**src/rtl/decode_pkg.sv**
```systemverilog
// Shared types and constants for the 3-wide RV32I decode stage.
package decode_pkg;

  localparam int DATA_WIDTH = 32;
  localparam int LANES      = 3;

  localparam logic [6:0] OPC_LUI    = 7'b0110111;
  localparam logic [6:0] OPC_AUIPC  = 7'b0010111;
  localparam logic [6:0] OPC_JAL    = 7'b1101111;
  localparam logic [6:0] OPC_JALR   = 7'b1100111;
  localparam logic [6:0] OPC_BRANCH = 7'b1100011;
  localparam logic [6:0] OPC_LOAD   = 7'b0000011;
  localparam logic [6:0] OPC_STORE  = 7'b0100011;
  localparam logic [6:0] OPC_OP_IMM = 7'b0010011;
  localparam logic [6:0] OPC_OP     = 7'b0110011;

  // One decoded micro-op as handed to rename/issue.
  typedef struct packed {
    logic [DATA_WIDTH-1:0] pc;
    logic [DATA_WIDTH-1:0] imm;
    logic [4:0]            rd;
    logic [4:0]            rs1;
    logic [4:0]            rs2;
    logic [2:0]            funct3;
    logic                  funct7b5;
    logic [6:0]            opcode;
    logic                  is_alu;
    logic                  is_branch;
    logic                  is_jal;
    logic                  is_jalr;
    logic                  is_load;
    logic                  is_store;
    logic                  is_lui;
    logic                  is_auipc;
    logic                  writes_rd;
    logic                  illegal;
    logic                  pred_taken;
  } uop_t;

  // Number of consecutive set bits starting at lane 0.
  function automatic logic [1:0] leading_ones3(input logic [2:0] v);
    logic [1:0] n;
    if (!v[0])      n = 2'd0;
    else if (!v[1]) n = 2'd1;
    else if (!v[2]) n = 2'd2;
    else            n = 2'd3;
    return n;
  endfunction

  // Lane mask with the lowest n lanes set.
  function automatic logic [2:0] thermometer3(input logic [1:0] n);
    logic [2:0] t;
    case (n)
      2'd0:    t = 3'b000;
      2'd1:    t = 3'b001;
      2'd2:    t = 3'b011;
      default: t = 3'b111;
    endcase
    return t;
  endfunction

endpackage

```
**src/rtl/rv32i_field_decoder.sv**
```systemverilog
// Purely combinational single-instruction RV32I field splitter and classifier.
module rv32i_field_decoder
  import decode_pkg::*;
(
  input  logic [DATA_WIDTH-1:0] instruction_i,
  input  logic [DATA_WIDTH-1:0] pc_i,
  input  logic [DATA_WIDTH-1:0] imm_i,
  input  logic                  pred_taken_i,
  output uop_t                  uop_o
);

  uop_t decodedUop;
  logic [6:0] opcode;
  logic unusedInstrBits;

  assign opcode = instruction_i[6:0];

  // funct7 only matters through bit 30; the rest is carried by the immediate.
  assign unusedInstrBits = ^{instruction_i[31], instruction_i[29:25]};

  // Extract register/function fields and raise exactly one class flag or illegal.
  always_comb begin
    decodedUop            = '0;
    decodedUop.pc         = pc_i;
    decodedUop.imm        = imm_i;
    decodedUop.pred_taken = pred_taken_i;
    decodedUop.opcode     = opcode;
    decodedUop.rd         = instruction_i[11:7];
    decodedUop.funct3     = instruction_i[14:12];
    decodedUop.rs1        = instruction_i[19:15];
    decodedUop.rs2        = instruction_i[24:20];
    decodedUop.funct7b5   = instruction_i[30];
    case (opcode)
      OPC_OP, OPC_OP_IMM: decodedUop.is_alu    = 1'b1;
      OPC_BRANCH:         decodedUop.is_branch = 1'b1;
      OPC_JAL:            decodedUop.is_jal    = 1'b1;
      OPC_JALR:           decodedUop.is_jalr   = 1'b1;
      OPC_LOAD:           decodedUop.is_load   = 1'b1;
      OPC_STORE:          decodedUop.is_store  = 1'b1;
      OPC_LUI:            decodedUop.is_lui    = 1'b1;
      OPC_AUIPC:          decodedUop.is_auipc  = 1'b1;
      default:            decodedUop.illegal   = 1'b1;
    endcase
    decodedUop.writes_rd = (instruction_i[11:7] != 5'd0) &&
                           !decodedUop.is_branch && !decodedUop.is_store;
  end

  assign uop_o = decodedUop;

endmodule

```
**src/rtl/multi_decode_stage.sv**
```systemverilog
// 3-wide decode stage: per-lane decode into a 3-entry compacting micro-op queue.
module multi_decode_stage
  import decode_pkg::*;
(
  input  logic                  clk,
  input  logic                  reset,
  input  logic                  flush,
  input  logic [2:0]            decode_valid_i,
  input  logic [DATA_WIDTH-1:0] instruction_i_0,
  input  logic [DATA_WIDTH-1:0] instruction_i_1,
  input  logic [DATA_WIDTH-1:0] instruction_i_2,
  input  logic [DATA_WIDTH-1:0] pc_i_0,
  input  logic [DATA_WIDTH-1:0] pc_i_1,
  input  logic [DATA_WIDTH-1:0] pc_i_2,
  input  logic [DATA_WIDTH-1:0] imm_i_0,
  input  logic [DATA_WIDTH-1:0] imm_i_1,
  input  logic [DATA_WIDTH-1:0] imm_i_2,
  input  logic                  branch_prediction_i_0,
  input  logic                  branch_prediction_i_1,
  input  logic                  branch_prediction_i_2,
  output logic [2:0]            decode_ready_o,
  output logic [2:0]            issue_valid_o,
  output uop_t                  uop_o_0,
  output uop_t                  uop_o_1,
  output uop_t                  uop_o_2,
  input  logic [2:0]            issue_ready_i,
  output logic [1:0]            occupancy_o
);

  uop_t       decodedUop [LANES];
  uop_t       slots_q    [LANES];
  uop_t       slots_d    [LANES];
  logic [1:0] cnt_q;
  logic [1:0] cnt_d;
  logic [1:0] acceptCount;
  logic [1:0] consumeCount;
  logic [2:0] keepCount;
  logic [2:0] fillEnd;
  logic [1:0] srcIdx;
  logic [1:0] laneIdx;

  rv32i_field_decoder u_dec0 (
    .instruction_i (instruction_i_0),
    .pc_i          (pc_i_0),
    .imm_i         (imm_i_0),
    .pred_taken_i  (branch_prediction_i_0),
    .uop_o         (decodedUop[0])
  );

  rv32i_field_decoder u_dec1 (
    .instruction_i (instruction_i_1),
    .pc_i          (pc_i_1),
    .imm_i         (imm_i_1),
    .pred_taken_i  (branch_prediction_i_1),
    .uop_o         (decodedUop[1])
  );

  rv32i_field_decoder u_dec2 (
    .instruction_i (instruction_i_2),
    .pc_i          (pc_i_2),
    .imm_i         (imm_i_2),
    .pred_taken_i  (branch_prediction_i_2),
    .uop_o         (decodedUop[2])
  );

  // Handshakes come from the registered count only, so ready never depends on issue_ready_i.
  assign decode_ready_o = thermometer3(2'd3 - cnt_q);
  assign issue_valid_o  = thermometer3(cnt_q);
  assign acceptCount    = leading_ones3(decode_valid_i & decode_ready_o);
  assign consumeCount   = leading_ones3(issue_valid_o & issue_ready_i);
  assign keepCount      = {1'b0, cnt_q} - {1'b0, consumeCount};
  assign fillEnd        = keepCount + {1'b0, acceptCount};

  // Shift out consumed entries, compact survivors to slot 0, append accepted lanes behind them.
  always_comb begin
    slots_d = '{default: '0};
    cnt_d   = cnt_q;
    srcIdx  = '0;
    laneIdx = '0;
    if (flush) begin
      cnt_d = 2'd0;
    end else begin
      cnt_d = fillEnd[1:0];
      for (int i = 0; i < LANES; i++) begin
        srcIdx  = 2'(i) + consumeCount;
        laneIdx = 2'(i) - keepCount[1:0];
        if (3'(i) < keepCount) begin
          slots_d[i] = slots_q[srcIdx];
        end else if (3'(i) < fillEnd) begin
          slots_d[i] = decodedUop[laneIdx];
        end
      end
    end
  end

  // Queue state register; reset clears every slot so idle outputs read as zero.
  always_ff @(posedge clk) begin
    if (reset) begin
      cnt_q   <= 2'd0;
      slots_q <= '{default: '0};
    end else begin
      cnt_q   <= cnt_d;
      slots_q <= slots_d;
    end
  end

  assign uop_o_0     = slots_q[0];
  assign uop_o_1     = slots_q[1];
  assign uop_o_2     = slots_q[2];
  assign occupancy_o = cnt_q;

endmodule

```
**config.mk**
```make
export PLATFORM = sky130hd
export DESIGN_NAME = multi_decode_stage
export DESIGN_NICKNAME = d
export VERILOG_FILES = /design/src/rtl/decode_pkg.sv /design/src/rtl/rv32i_field_decoder.sv /design/src/rtl/multi_decode_stage.sv
export SDC_FILE = /design/constraint.sdc
export NUM_CORES = 1
export LEC_CHECK = 0
export ABC_AREA = 1
export CAP_MARGIN = 20
export CORE_AREA = 2 2 237 239
export CTS_BUF_LIST = sky130_fd_sc_hd__clkbuf_8
export CTS_CLUSTER_SIZE = 40
export DETAILED_ROUTE_END_ITERATION = 6
export DIE_AREA = 0 0 239 241
export MAX_ROUTING_LAYER = met4
export SLEW_MARGIN = 25
export SYNTH_ARGS = -nofsm -noshare
export SYNTH_HDL_FRONTEND = slang
export SYNTH_SLANG_ARGS = --single-unit
```
**constraint.sdc**
```tcl
create_clock -name clk -period 3.5 [get_ports clk]
set_input_delay 0.35 -clock clk [delete_from_list [all_inputs] [get_ports clk]]
set_output_delay 0.35 -clock clk [all_outputs]
set_load 0.05 [all_outputs]
```
* Word-level counts from Yosys, hierarchy flattened
Index checks and enable logic that the tools add are counted.
** Word-level totals
- Bits in registers :: 305
- Input bits :: 300
- Output and inout port bits :: 311
- Word-level logic and storage cells :: 200
** Cells by class
- Add/sub/neg operators :: 8
- $lt $le $gt $ge :: 12
- Equality and inequality tests :: 31
- Muxes and demuxes :: 59
- Bitwise operators :: 8
- Reductions and logical operators :: 24
** Operator list (count)
- $mux W101 :: 18
- $bmux W101 S2 :: 6
- $eq A7 B6 Y1 const B :: 9
- $eq A7 B7 Y1 const B :: 9
- $eq A7 B5 Y1 const B :: 6
- $mux W1 :: 29
- $reduce_or A9 Y1 :: 3
- $eq A7 B2 Y1 const B :: 3
- $ge A3 B3 Y1 const B :: 6
- $not A2 Y3 :: 6
- $pmux W3 S3 :: 2
- $reduce_bool A5 Y1 :: 3
- $lt A1 B3 Y1 const A :: 4
- $mux W2 :: 4
- $reduce_or A2 Y1 :: 4
- $and A3 B3 Y3 :: 2
- $logic_and A1 B1 Y1 :: 6
- $logic_not A1 Y1 :: 6
- $lt A2 B3 Y1 const A :: 2
- $eq A2 B1 Y1 const B :: 2
- $eq A2 B2 Y1 const B :: 2
- $logic_not A2 Y1 :: 2
- $sub A1 B2 Y2 const A :: 2
- $sub A2 B2 Y2 const A :: 2
- other kinds (4) :: 4

* Longest topological paths before layout
Gate-level depths: netlist of the first run.
- Word-level depth :: 14
- Mapped depth :: 24
- Depth with buffers taken out :: 17

* Cells and area by module
Synthesis of the first run repeated with hierarchy kept, for this count alone.
** Unflattened totals
- Cell total of the unflattened synthesis :: 3820
- Area total of the unflattened synthesis :: 23346.1 um2
** Modules (own cells, without submodules)
- multi_decode_stage :: times used 1, cells an instance 3430, area an instance 20692.3 um2
- rv32i_field_decoder :: times used 3, cells an instance 130, area an instance 884.6 um2

* Least setup slack after synthesis of the first run
OpenSTA, ideal clock, no wires.
- Kind :: register -> register
- From :: reg cnt_q[1] (netlist: occupancy_o[1])
- To :: reg slots_q (netlist bit uop_o_1[0])
- Data arrival time :: 4.891 ns
- Setup slack :: -1.466 ns
- Stages on the path, launching flop included :: 25
- Cells stage by stage :: dfxtp_1 > nand2_1 > inv_2 > nand2_1 > nand2_1 > nand2_2 > inv_2 > buf_4 > buf_2 > ha_1 > buf_2 > inv_2 > clkbuf_1 > clkbuf_1 > ha_1 > inv_1 > fa_1 > xor2_1 > nand2_1 > nand2_1 > inv_2 > buf_2 > buf_1 > o221ai_1 > a31oi_1
** RTL lines
- from (decl) :: line multi_decode_stage.sv:33 : logic [1:0] cnt_q;
- from (signal assigned) :: line multi_decode_stage.sv:102 : cnt_q <= cnt_d;
- $sub A2 B2 Y2 * :: line multi_decode_stage.sv:67 : assign decode_ready_o = thermometer3(2'd3 - cnt_q);
- $eq A2 B2 Y1 (tied with other cells) :: line decode_pkg.sv:53 : case (n)
- $pmux W3 S3 * :: line decode_pkg.sv:53
- via decode_ready_o[0] :: line multi_decode_stage.sv:21 : output logic [2:0] decode_ready_o,
- $and A3 B3 Y3 * :: line multi_decode_stage.sv:69 : assign acceptCount = leading_ones3(decode_valid_i & decode_ready_o);
- $mux W2 * :: line decode_pkg.sv:43 : if (!v[0]) n = 2'd0;
- $add A3 B2 Y3 * :: line multi_decode_stage.sv:72 : assign fillEnd = keepCount + {1'b0, acceptCount};
- $lt A1 B3 Y1 * :: line multi_decode_stage.sv:89 : end else if (3'(i) < fillEnd) begin
- $mux W101 * :: line multi_decode_stage.sv:89
- $mux W101 * :: line multi_decode_stage.sv:87 : if (3'(i) < keepCount) begin
- to (signal assigned) :: line multi_decode_stage.sv:103 : slots_q <= slots_d;
- to (decl) :: line multi_decode_stage.sv:31 : uop_t slots_q [LANES];
The timed path passes the listed nets; every way through them passes the cells marked *. The select of a mux whose other input is x is not followed.
A chain may end at the register's enable or synchronous reset.

* Final worst setup path of the first run
- From :: reg cnt_q[1] (netlist: occupancy_o[1])
- To :: reg slots_q (netlist bit uop_o_2[21])
** Between the ends
- Word-level cells in the longest chain between the ends :: 14
** RTL lines
- $eq A2 B2 Y1 (tied with other cells) :: line decode_pkg.sv:53
- $pmux W3 S3 :: line decode_pkg.sv:53
- $and A3 B3 Y3 :: line multi_decode_stage.sv:70 : assign consumeCount = leading_ones3(issue_valid_o & issue_ready_i);
- $mux W1 :: line decode_pkg.sv:45 : else if (!v[2]) n = 2'd2;
- $mux W2 :: line decode_pkg.sv:44 : else if (!v[1]) n = 2'd1;
- $mux W2 :: line decode_pkg.sv:43
- $sub A2 B2 Y3 :: line multi_decode_stage.sv:71 : assign keepCount = {1'b0, cnt_q} - {1'b0, consumeCount};
- $sub A2 B2 Y2 :: line multi_decode_stage.sv:86 : laneIdx = 2'(i) - keepCount[1:0];
- $not A2 Y3 (not written as such) :: line multi_decode_stage.sv:90 : slots_d[i] = decodedUop[laneIdx];
- $bmux W101 S2 :: line multi_decode_stage.sv:90
- $mux W101 (not written as such) (2 in a row) :: line multi_decode_stage.sv:90
- $mux W101 :: line multi_decode_stage.sv:89
- $mux W101 * :: line multi_decode_stage.sv:87
Every way passes the cells marked *; elsewhere a longest branch is shown, timed or not. The select of a mux whose other input is x is not followed.

==> results.json, run 1 <==
{
  "status": "complete, no violations",
  "worstReg2RegEnd": "uop_o_2[21]",
  "whs_ns": 0.381,
  "dr.pass1.iters": 7,
  "swShare_pct": 49.5,
  "postLayoutCoreUtil_pct": 48.9,
  "p_per_area_nw_per_um2": 652,
  "rr_startpoint": "occupancy_o[1]",
  "pwr-share-comb_pct": 54.9,
  "synth_top_area_cell": "dfxtp_1",
  "vias": 24100,
  "dp_hpwl_um": 63000,
  "numPortBuffers": 592,
  "tightest_slew_ns": 1.08,
  "gr-usage-all-layers_pct": 33.3,
  "dieWidth_um": 239,
  "htreeDepth": 2,
  "nFillCells": 5440,
  "critPathArrivalTime_ns": 3.76,
  "ys_seq_area_share_pct": 32.3,
  "min_period_ns": 3.18,
  "clockBufferDepth": 3,
  "cp_data_required_time_ns": 4.07,
  "p_switching_mw": 8.66,
  "synthTopCellsByArea": "dfxtp_1, nand2_1, a21oi_1",
  "clock_sinks": 305,
  "synthDistinctLibCells": 33,
  "synth_top_area_share_pct": 32.3,
  "internal-power_mw": 8.83,
  "route.detailed.drc": 0,
  "first_iter_violations": 2672,
  "regToRegSetupSlack_ns": 0.32,
  "min-delay-path-class": "in -> reg",
  "async_flop_share_pct": 0,
  "layout-area-overhead-vs-synth_pct": 42.2,
  "core_area_um2": 54900,
  "critPathMaxFanout": 35,
  "peakVddDrop_mv": 0.508,
  "place.gp.congestion": 0.925,
  "io_pins": 611,
  "rsz0062_at_grt": "no",
  "wirelength_um": 97300,
  "die_area_um2": 57600,
  "netlist_area_um2": 18900,
  "start_util_pct": 34.4,
  "grt_max_degree": 204,
  "nNetsFinal": 3696,
  "drv_slew": 0,
  "numCtsBuffers": 58,
  "whs_endpoint": "uop_o_2[22]",
  "fin_worst_skew_ns": 0.0250,
  "synth_area_per_cell_um2": 6.43,
  "synth-seq-cells": 305,
  "reg2reg_depth": 14,
  "critPathKind": "reg -> reg",
  "path_clk_slew_ns": 0.06,
  "synth_ff_type": "dfxtp_1",
  "cts_tree": "yes",
  "slew_headroom_pct": 27.7,
  "hold_path_depth": 5,
  "yosysWarnings": 0,
  "synth_common_cells": "nand2_1, a21oi_1, o21ai_0",
  "die_y_um": 241,
  "min_from": "instruction_i_2[20]",
  "seq_power_share_pct": 24.8,
  "fmax_mhz": 314,
  "viasPerCell": 5.83,
  "antenna_found_initial": 5,
  "syn_nets": 3240,
  "fin_crit_sh_pct": 90.9,
  "synth-edff-count": 0,
  "ant_nets": 0,
  "drive_above_1_share_pct": 5.63,
  "rows": 86,
  "clock_power_share_pct": 20.3,
  "synth.most_common_cell": "nand2_1",
  "p_leak_nw": 10.1,
  "cts-root-buf": "clkbuf_8",
  "hold_viol_final": 0,
  "cts_resized": 0,
  "start_kind": "flip-flop",
  "setup_viol": 0,
  "grt_pass1_vias": 23400,
  "clkLatencyLatePin_ns": 0.67,
  "overflow": 0,
  "postCtsSetupRepairBufs": 0,
  "hold_buffers": 0,
  "wl_per_cell_um": 23.5,
  "drv_cap": 0,
  "p_total_mw": 17.5,
  "grt_pass1_wl_um": 144000,
  "worst_setup_path_end_kind": "flip-flop",
  "netlist_instances": 2936
}
[worst max-delay path, cell delays in order, from the launching register on]
cell and delay (ns):
dfxtp_4 0.46, nand2_1 0.11, clkinv_1 0.06, nand2_1 0.12
nand2_8 0.12, inv_4 0.04, ha_4 0.15, fa_1 0.57
fa_2 0.48, o21ai_1 0.15, nand2_1 0.09, clkinv_2 0.14
buf_12 0.24, o2111ai_1 0.14, a21oi_1 0.18
[how the worst max path moves through the flow]
stage                     startpoint          end  slack (ns)  cells after the start
floorplan             occupancy_o[0]  uop_o_2[28]       -0.03                     20
global placement    issue_ready_i[1]  uop_o_2[94]        0.04                     15
detailed placement  issue_ready_i[1]  uop_o_2[18]      -0.002                     15
CTS                   occupancy_o[1]  uop_o_2[83]        0.32                     14
global route          occupancy_o[1]  uop_o_0[99]        0.14                     16
finish                occupancy_o[1]  uop_o_2[21]        0.32                     14
[placed cells by master (no fill, tap or decap), types with 37 or more instances in the layout]
cell type,synthesis,routed
a21oi_1,431,431
a31oi_1,92,92
buf_4,2,51
clkbuf_8,0,75
clkdlybuf4s50_1,0,592
dfxtp_1,305,303
inv_1,142,157
mux2i_1,55,55
nand2_1,877,871
nand3_1,52,52
nor2_1,41,37
o211ai_1,114,114
o21ai_0,331,331
o21ai_1,61,60
o221ai_1,94,94
[registers in the layout, indices dropped and copies added (netlist names)]
name / cells
occupancy_o: 2
uop_o_1: 101
uop_o_0: 101
uop_o_2: 101
[logic make-up (layout without fill, tap and decap cells)]
logic type               Yosys count  after routing  synth area share, %
AO/OA/AOI/OAI                   1152           1152                 35.0
XOR/XNOR                           1              1               0.0464
adder cells (fa/ha/maj)            4              4                0.345
buffers and inverters            434            924                 9.22
flip-flops                       305            305                 32.3
multiplexers                      55             55                 2.92
other                              0              5                    0
AND/OR/NAND/NOR                  985            985                 20.1
[power by group through the flow]
stage	clock (mW)	sequential, mW	combinational [mW]
global placement	0	4.39	9.41
CTS	3.60	4.33	9.51
finish	3.55	4.34	9.61
global route	3.73	4.38	10.2
detailed placement	0	4.39	9.48
floorplan	0	5.89	4.24
[final cells by class]
| class | count | area, um^2 | area share (%) |
|---|---|---|---|
| tap | 704 | 881 | 3.28 |
| clock buffer | 75 | 1030 | 3.84 |
| sequential | 305 | 6110 | 22.8 |
| clock inverter | 19 | 75.1 | 0.280 |
| multi-input combinational | 2197 | 11200 | 41.6 |
| inverter | 154 | 599 | 2.23 |
| antenna | 5 | 12.5 | 0.0466 |
| timing repair buffer | 676 | 6970 | 26.0 |
[per-stage QoR]
step                      std cells  setup TNS, ns  setup WS [ns]  cell area, um^2
after floorplan                2936          -1.30        -0.0272            19100
after global placement         4036              0         0.0356            25700
after detailed placement       4036       -0.00242       -0.00242            25700
after CTS                      4130              0          0.323            26800
after global routing           4135              0          0.138            26800
final                          4135              0          0.320            26800
[routing by layer]
layer / up-vias / GRT usage [%] / share of wire, % / routed length [um]
met3: 229 / 7.31 / 9.3 / 9020
met2: 1316 / 53.0 / 47 / 45600
met5: - / - / 0 / 0
li1: 11100 / - / - / -
met4: 0 / 14.4 / 3.8 / 3750
met1: 11400 / 40.5 / 40 / 39000
Note: power is estimated with default switching activity, not from simulation.
==> run 2, diff against run 1 <==
- CAP_MARGIN: 20 -> not set
- CORE_AREA: 2 2 237 239 -> 2 2 241 243
- DIE_AREA: 0 0 239 241 -> 0 0 243 245
- clock period: 3.5 -> 4 ns (I/O delays scaled with it)
==> run 2 against run 1 <==
- global-route usage shrank 2.1 points
- routed wire length is 1.9% lower
- power fell by 13%
- largest cell class unchanged
- largest power group unchanged
==> results.json, run 2 (same netlist as run 1, synthesis figures left out) <==
{
  "wl_per_cell_um": 22.8,
  "swShare_pct": 49.6,
  "die_y_um": 245,
  "grt_pass1_vias": 23300,
  "numCtsBuffers": 60,
  "start_kind": "flip-flop",
  "critPathTopFamily": "buffers and inverters",
  "postLayoutCoreUtil_pct": 46.7,
  "core_area_um2": 57000,
  "min_period_ns": 3.31,
  "slew_headroom_pct": 32.6,
  "cts_tree": "yes",
  "start_util_pct": 33.1,
  "place.gp.congestion": 0.929,
  "nFillCells": 5827,
  "antenna_found_initial": 9,
  "first_iter_violations": 2075,
  "fmax_mhz": 302,
  "worst_slack_ns": 0.691,
  "setup_viol": 0,
  "dp_slack_ns": 0.268,
  "p_switching_mw": 7.58,
  "layout_common_cells": "nand2_1, clkdlybuf4s50_1, a21oi_1",
  "layout-area-overhead-vs-synth_pct": 41.1,
  "layout_commonest_cell": "nand2_1",
  "critPathMostFrequentCell": "buf_4",
  "regArea_um2": 6110,
  "tns_ns": 0,
  "crit_chain": "nand2_4 -> inv_4 -> nand2_1 -> nand2_1 -> nand2_8 -> inv_6 -> ha_4 -> fa_1 -> buf_4 -> inv_1 -> buf_4 -> nor2_1 -> clkinv_2 -> buf_4 -> o221ai_1 -> a31oi_1",
  "htreeDepth": 2,
  "met2_usage_pct": 50.7,
  "wirelength_um": 95500,
  "route.detailed.drc": 0,
  "cts-root-buf": "clkbuf_8",
  "critPathArrivalTime_ns": 3.89,
  "fin_worst_skew_ns": 0.0312,
  "clockBufferDepth": 3,
  "rows": 88,
  "numPortBuffers": 592,
  "die_area_um2": 59500,
  "pwr-share-comb_pct": 53.8,
  "p_total_mw": 15.3,
  "dieWidth_um": 243,
  "placedCellCount": 4063,
  "postCtsSetupRepairBufs": 0,
  "multiInputGateArea_um2": 11100,
  "clock_sinks": 305,
  "drv_slew": 0,
  "min-delay-path-class": "in -> reg",
  "status": "complete, no violations",
  "critPathBufInv": 7,
  "clkLatencyLatePin_ns": 0.69,
  "critPathKind": "reg -> reg",
  "seq_power_share_pct": 24.7,
  "fin_crit_sh_pct": 82.7,
  "tightest_slew_ns": 1.01,
  "viasPerCell": 5.79,
  "internal-power_mw": 7.70,
  "hold_buffers": 0,
  "vias": 24200,
  "gr-usage-all-layers_pct": 31.2,
  "cts_resized": 0,
  "hold_viol_final": 0,
  "grt_pass1_wl_um": 141000,
  "grt_use_met3_pct": 7.28,
  "drv_cap": 0,
  "grt_max_degree": 155,
  "critPathMaxFanout": 55,
  "ant_nets": 0,
  "io_pins": 611,
  "clock_power_share_pct": 21.4,
  "nNetsFinal": 3664,
  "rsz0062_at_grt": "no",
  "p_leak_nw": 9.96,
  "worst_setup_path_end_kind": "flip-flop",
  "grt_busiest_layer": "met2",
  "fin_cells": 4181,
  "peakVddDrop_mv": 0.355,
  "p_per_area_nw_per_um2": 573,
  "cpPeakStageDelay_ns": 0.70,
  "overflow": 0,
  "path_clk_slew_ns": 0.06,
  "gr-usage-met1_pct": 36.5,
  "drive_above_1_share_pct": 4.84,
  "dp_hpwl_um": 59600,
  "cp_data_required_time_ns": 4.58,
  "dr.pass1.iters": 6,
  "cp_slowest_cell": "buf_4"
}
==> run 2: power by group through the flow <==
stage               sequential [mW]  clock (mW)  combinational, mW
finish                         3.78        3.28               8.23
global route                   3.82        3.47               8.71
CTS                            3.77        3.33               8.14
detailed placement             3.83           0               8.11
global placement               3.82           0               8.04
floorplan                      5.15           0               3.59
==> run 2: final cells by class <==
class                   count  area share [%]
repair buffers            642            24.8
inverters                 154            2.24
diodes                      9          0.0845
flip-flops and latches    305            22.9
multi-input cells        2197            41.8
clock buffers              79            4.08
well taps                 765            3.59
clock inverters            30           0.488
==> run 2: worst register-to-register path: stages (launching register included) <==
cell and delay (ns):
dfxtp_4 0.42, nand2_4 0.09, inv_4 0.06, nand2_1 0.05
nand2_1 0.15, nand2_8 0.09, inv_6 0.07, ha_4 0.12
fa_1 0.45, buf_4 0.18, inv_1 0.06, buf_4 0.13
nor2_1 0.06, clkinv_2 0.09, buf_4 0.70, o221ai_1 0.31
a31oi_1 0.21
==> run 2: path summary, 6_finish.rpt <==
kind | slack (ns) | depth (start not counted) | endpoint | startpoint
setup / recovery | 0.69 | 16 | uop_o_1[66] | occupancy_o[1]
hold / removal | 0.40 | 5 | uop_o_2[42] | imm_i_2[5]
setup reg to reg | 0.69 | 16 | uop_o_1[66] | occupancy_o[1]
hold reg to reg | 0.51 | 2 | uop_o_1[97] | uop_o_1[97]
==> run 2: routing by layer <==
layer / wire [um] / part of all wire (%)
met1: 36800 / 39
met2: 45200 / 47
met3: 9390 / 9.8
met4: 4120 / 4.3
met5: 0 / 0
==> run 2: through the flow <==
stage	hold slack [ns]	area, um^2
detailed placement	0.496	25400
global route	0.411	26600
finish	0.404	26600
floorplan	0.611	18900
global placement	0.493	25400
CTS	0.364	26600
==> run 3, diff against run 2 <==
- clock period: 4 -> 3.4 ns (I/O delays scaled with it)
==> run 3 against run 2 <==
- routed wire length rose by 2.3%
- critical path type unchanged
- critical endpoint is now uop_o_1[41]
- die area did not move
- sequential share of layout area fell by 0.85 points
- combinational power rose by 26%
- setup slack got worse by 0.50 ns
- sequential power rose by 19%
- clock power rose by 22%
- largest cell class unchanged
- fmax rose by 3.2%
- global-route usage rose by 1.0 points
- sequential cell count did not move
- hold slack got worse by 0.036 ns
==> results.json, run 3 (same netlist as run 1, synthesis figures left out) <==
{
  "htreeDepth": 2,
  "layout_commonest_cell": "nand2_1",
  "antenna_found_initial": 9,
  "postCtsSetupRepairBufs": 0,
  "vias": 24200,
  "drive_above_1_share_pct": 7.12,
  "nFillCells": 5766,
  "worst_setup_path_end_kind": "flip-flop",
  "numCtsBuffers": 60,
  "p_leak_nw": 10.5,
  "wl_met2_um": 45300,
  "setup_viol": 0,
  "whs_ns": 0.368,
  "rows": 88,
  "peakVddDrop_mv": 0.368,
  "grt_pass1_wl_um": 145000,
  "die_area_um2": 59500,
  "slew_headroom_pct": 29.7,
  "min_period_ns": 3.21,
  "hold_path_depth": 5,
  "fmax_mhz": 312,
  "critPathArrivalTime_ns": 3.71,
  "ant_nets": 0,
  "wirelength_um": 97700,
  "route.detailed.drc": 0,
  "core_area_um2": 57000,
  "reg2reg_depth": 14,
  "dr_wl_met3_um": 9620,
  "critPathMostFrequentCell": "nand2_1",
  "first_iter_violations": 2294,
  "wl_met1_um": 39000,
  "p_total_mw": 18.9,
  "fin_crit_sh_pct": 94.3,
  "clkLatencyLatePin_ns": 0.67,
  "dp_hpwl_um": 66400,
  "worstReg2RegEnd": "uop_o_1[41]",
  "path_clk_slew_ns": 0.06,
  "tightest_slew_ns": 1.05,
  "wl_per_cell_um": 22.9,
  "overflow": 0,
  "hold_viol_final": 0,
  "hold_buffers": 0,
  "regToRegSetupSlack_ns": 0.19,
  "dieWidth_um": 243,
  "nNetsFinal": 3743,
  "cp_data_required_time_ns": 3.90,
  "min-delay-path-class": "in -> reg",
  "critPathMaxFanout": 20,
  "io_pins": 611,
  "cts-root-buf": "clkbuf_8",
  "maxUsedRoutingLayer": "met4",
  "drv_cap": 0,
  "status": "complete, no violations",
  "start_util_pct": 33.1,
  "placedCellCount": 4142,
  "rsz0062_at_grt": "no",
  "p_per_area_nw_per_um2": 684,
  "gr-usage-all-layers_pct": 32.2,
  "clock_sinks": 305,
  "die_y_um": 245,
  "cts_resized": 0,
  "critPathKind": "reg -> reg",
  "cp_slowest_cell": "fa_1",
  "fin_cells": 4258,
  "grt_max_degree": 97,
  "numPortBuffers": 592,
  "clockBufferDepth": 3,
  "cts_tree": "yes",
  "dr.pass1.iters": 6,
  "min_from": "pc_i_2[7]",
  "rr_startpoint": "occupancy_o[1]",
  "drv_slew": 0,
  "layout-area-overhead-vs-synth_pct": 46.6,
  "fin_worst_skew_ns": 0.0259,
  "grt_pass1_vias": 23500,
  "cpPeakStageDelay_ns": 0.54,
  "layout_common_cells": "nand2_1, clkdlybuf4s50_1, a21oi_1",
  "start_kind": "flip-flop",
  "whs_endpoint": "uop_o_2[76]",
  "viasPerCell": 5.69,
  "crit_chain": "nand2_1 -> clkinv_1 -> nand2_1 -> nand2_8 -> inv_6 -> ha_4 -> fa_1 -> buf_4 -> inv_1 -> nor2_1 -> clkinv_2 -> buf_12 -> o221ai_1 -> a31oi_1",
  "place.gp.congestion": 0.932
}
-- run 3: changes by cell type in the layout (fill, tap and decap cells not counted), sizes merged --
cell / previous run / this run
clkbuf: 79 / 78
clkinv: 14 / 9
clkinvlp: 2 / 0
buf: 50 / 129
inv: 168 / 169
diode: 9 / 11
bufinv: 0 / 3
-- run 3: worst max-delay path by stage --
| stage | from | end | slack (ns) | cells after the start |
|---|---|---|---|---|
| floorplan | occupancy_o[0] | uop_o_2[0] | 0.01 | 20 |
| global placement | issue_ready_i[1] | uop_o_1[41] | -0.34 | 16 |
| detailed placement | issue_ready_i[1] | uop_o_2[77] | -0.32 | 17 |
| CTS | occupancy_o[1] | uop_o_1[41] | 0.21 | 14 |
| global route | occupancy_o[1] | uop_o_2[77] | 0.07 | 15 |
| finish | occupancy_o[1] | uop_o_1[41] | 0.19 | 14 |
-- run 3: final cells by class --
cell class | count | area [um^2] | share of cell area (%)
antenna | 11 | 27.5 | 0.0995
tap | 765 | 957 | 3.46
clock inverter | 27 | 186 | 0.674
clock buffer | 78 | 1070 | 3.88
sequential | 305 | 6110 | 22.1
timing repair buffer | 721 | 7530 | 27.2
multi-input combinational | 2197 | 11200 | 40.4
inverter | 154 | 604 | 2.18
-- run 3: worst max-delay path: cells and delay by family (launching register included) --
| kind | cells | cell delay [ns] |
|---|---|---|
| AO/OA/AOI/OAI | 2 | 0.51 |
| adder cells (fa/ha/maj) | 2 | 0.69 |
| buffers and inverters | 6 | 0.85 |
| flip-flops | 1 | 0.46 |
| AND/OR/NAND/NOR | 4 | 0.53 |
-- run 3: layer usage --
| layer | track usage (%) | up-vias |
|---|---|---|
| met5 | - | - |
| met4 | 13.6 | 0 |
| met3 | 7.35 | 217 |
| met2 | 51.4 | 1345 |
| met1 | 39.1 | 11400 |
| li1 | - | 11300 |
-- run 3: where the power goes --
part | switching (mW) | internal (mW)
Clock | 1.75 | 2.26
Combinational | 6.85 | 3.58
Sequential | 0.426 | 4.06
-- run 3: stage by stage --
step / instance area (um^2) / setup WS [ns] / TNS, ns / utilization [%]
4_1_cts: 27600 / 0.208 / 0 / 48.5
2_1_floorplan: 19100 / 0.0121 / 0 / -
3_3_place_gp: 26400 / -0.338 / -62.51 / 46.3
5_1_grt: 27700 / 0.0659 / 0 / 48.5
3_5_place_dp: 26400 / -0.319 / -64.71 / 46.3
6_report: 27700 / 0.193 / 0 / 48.5
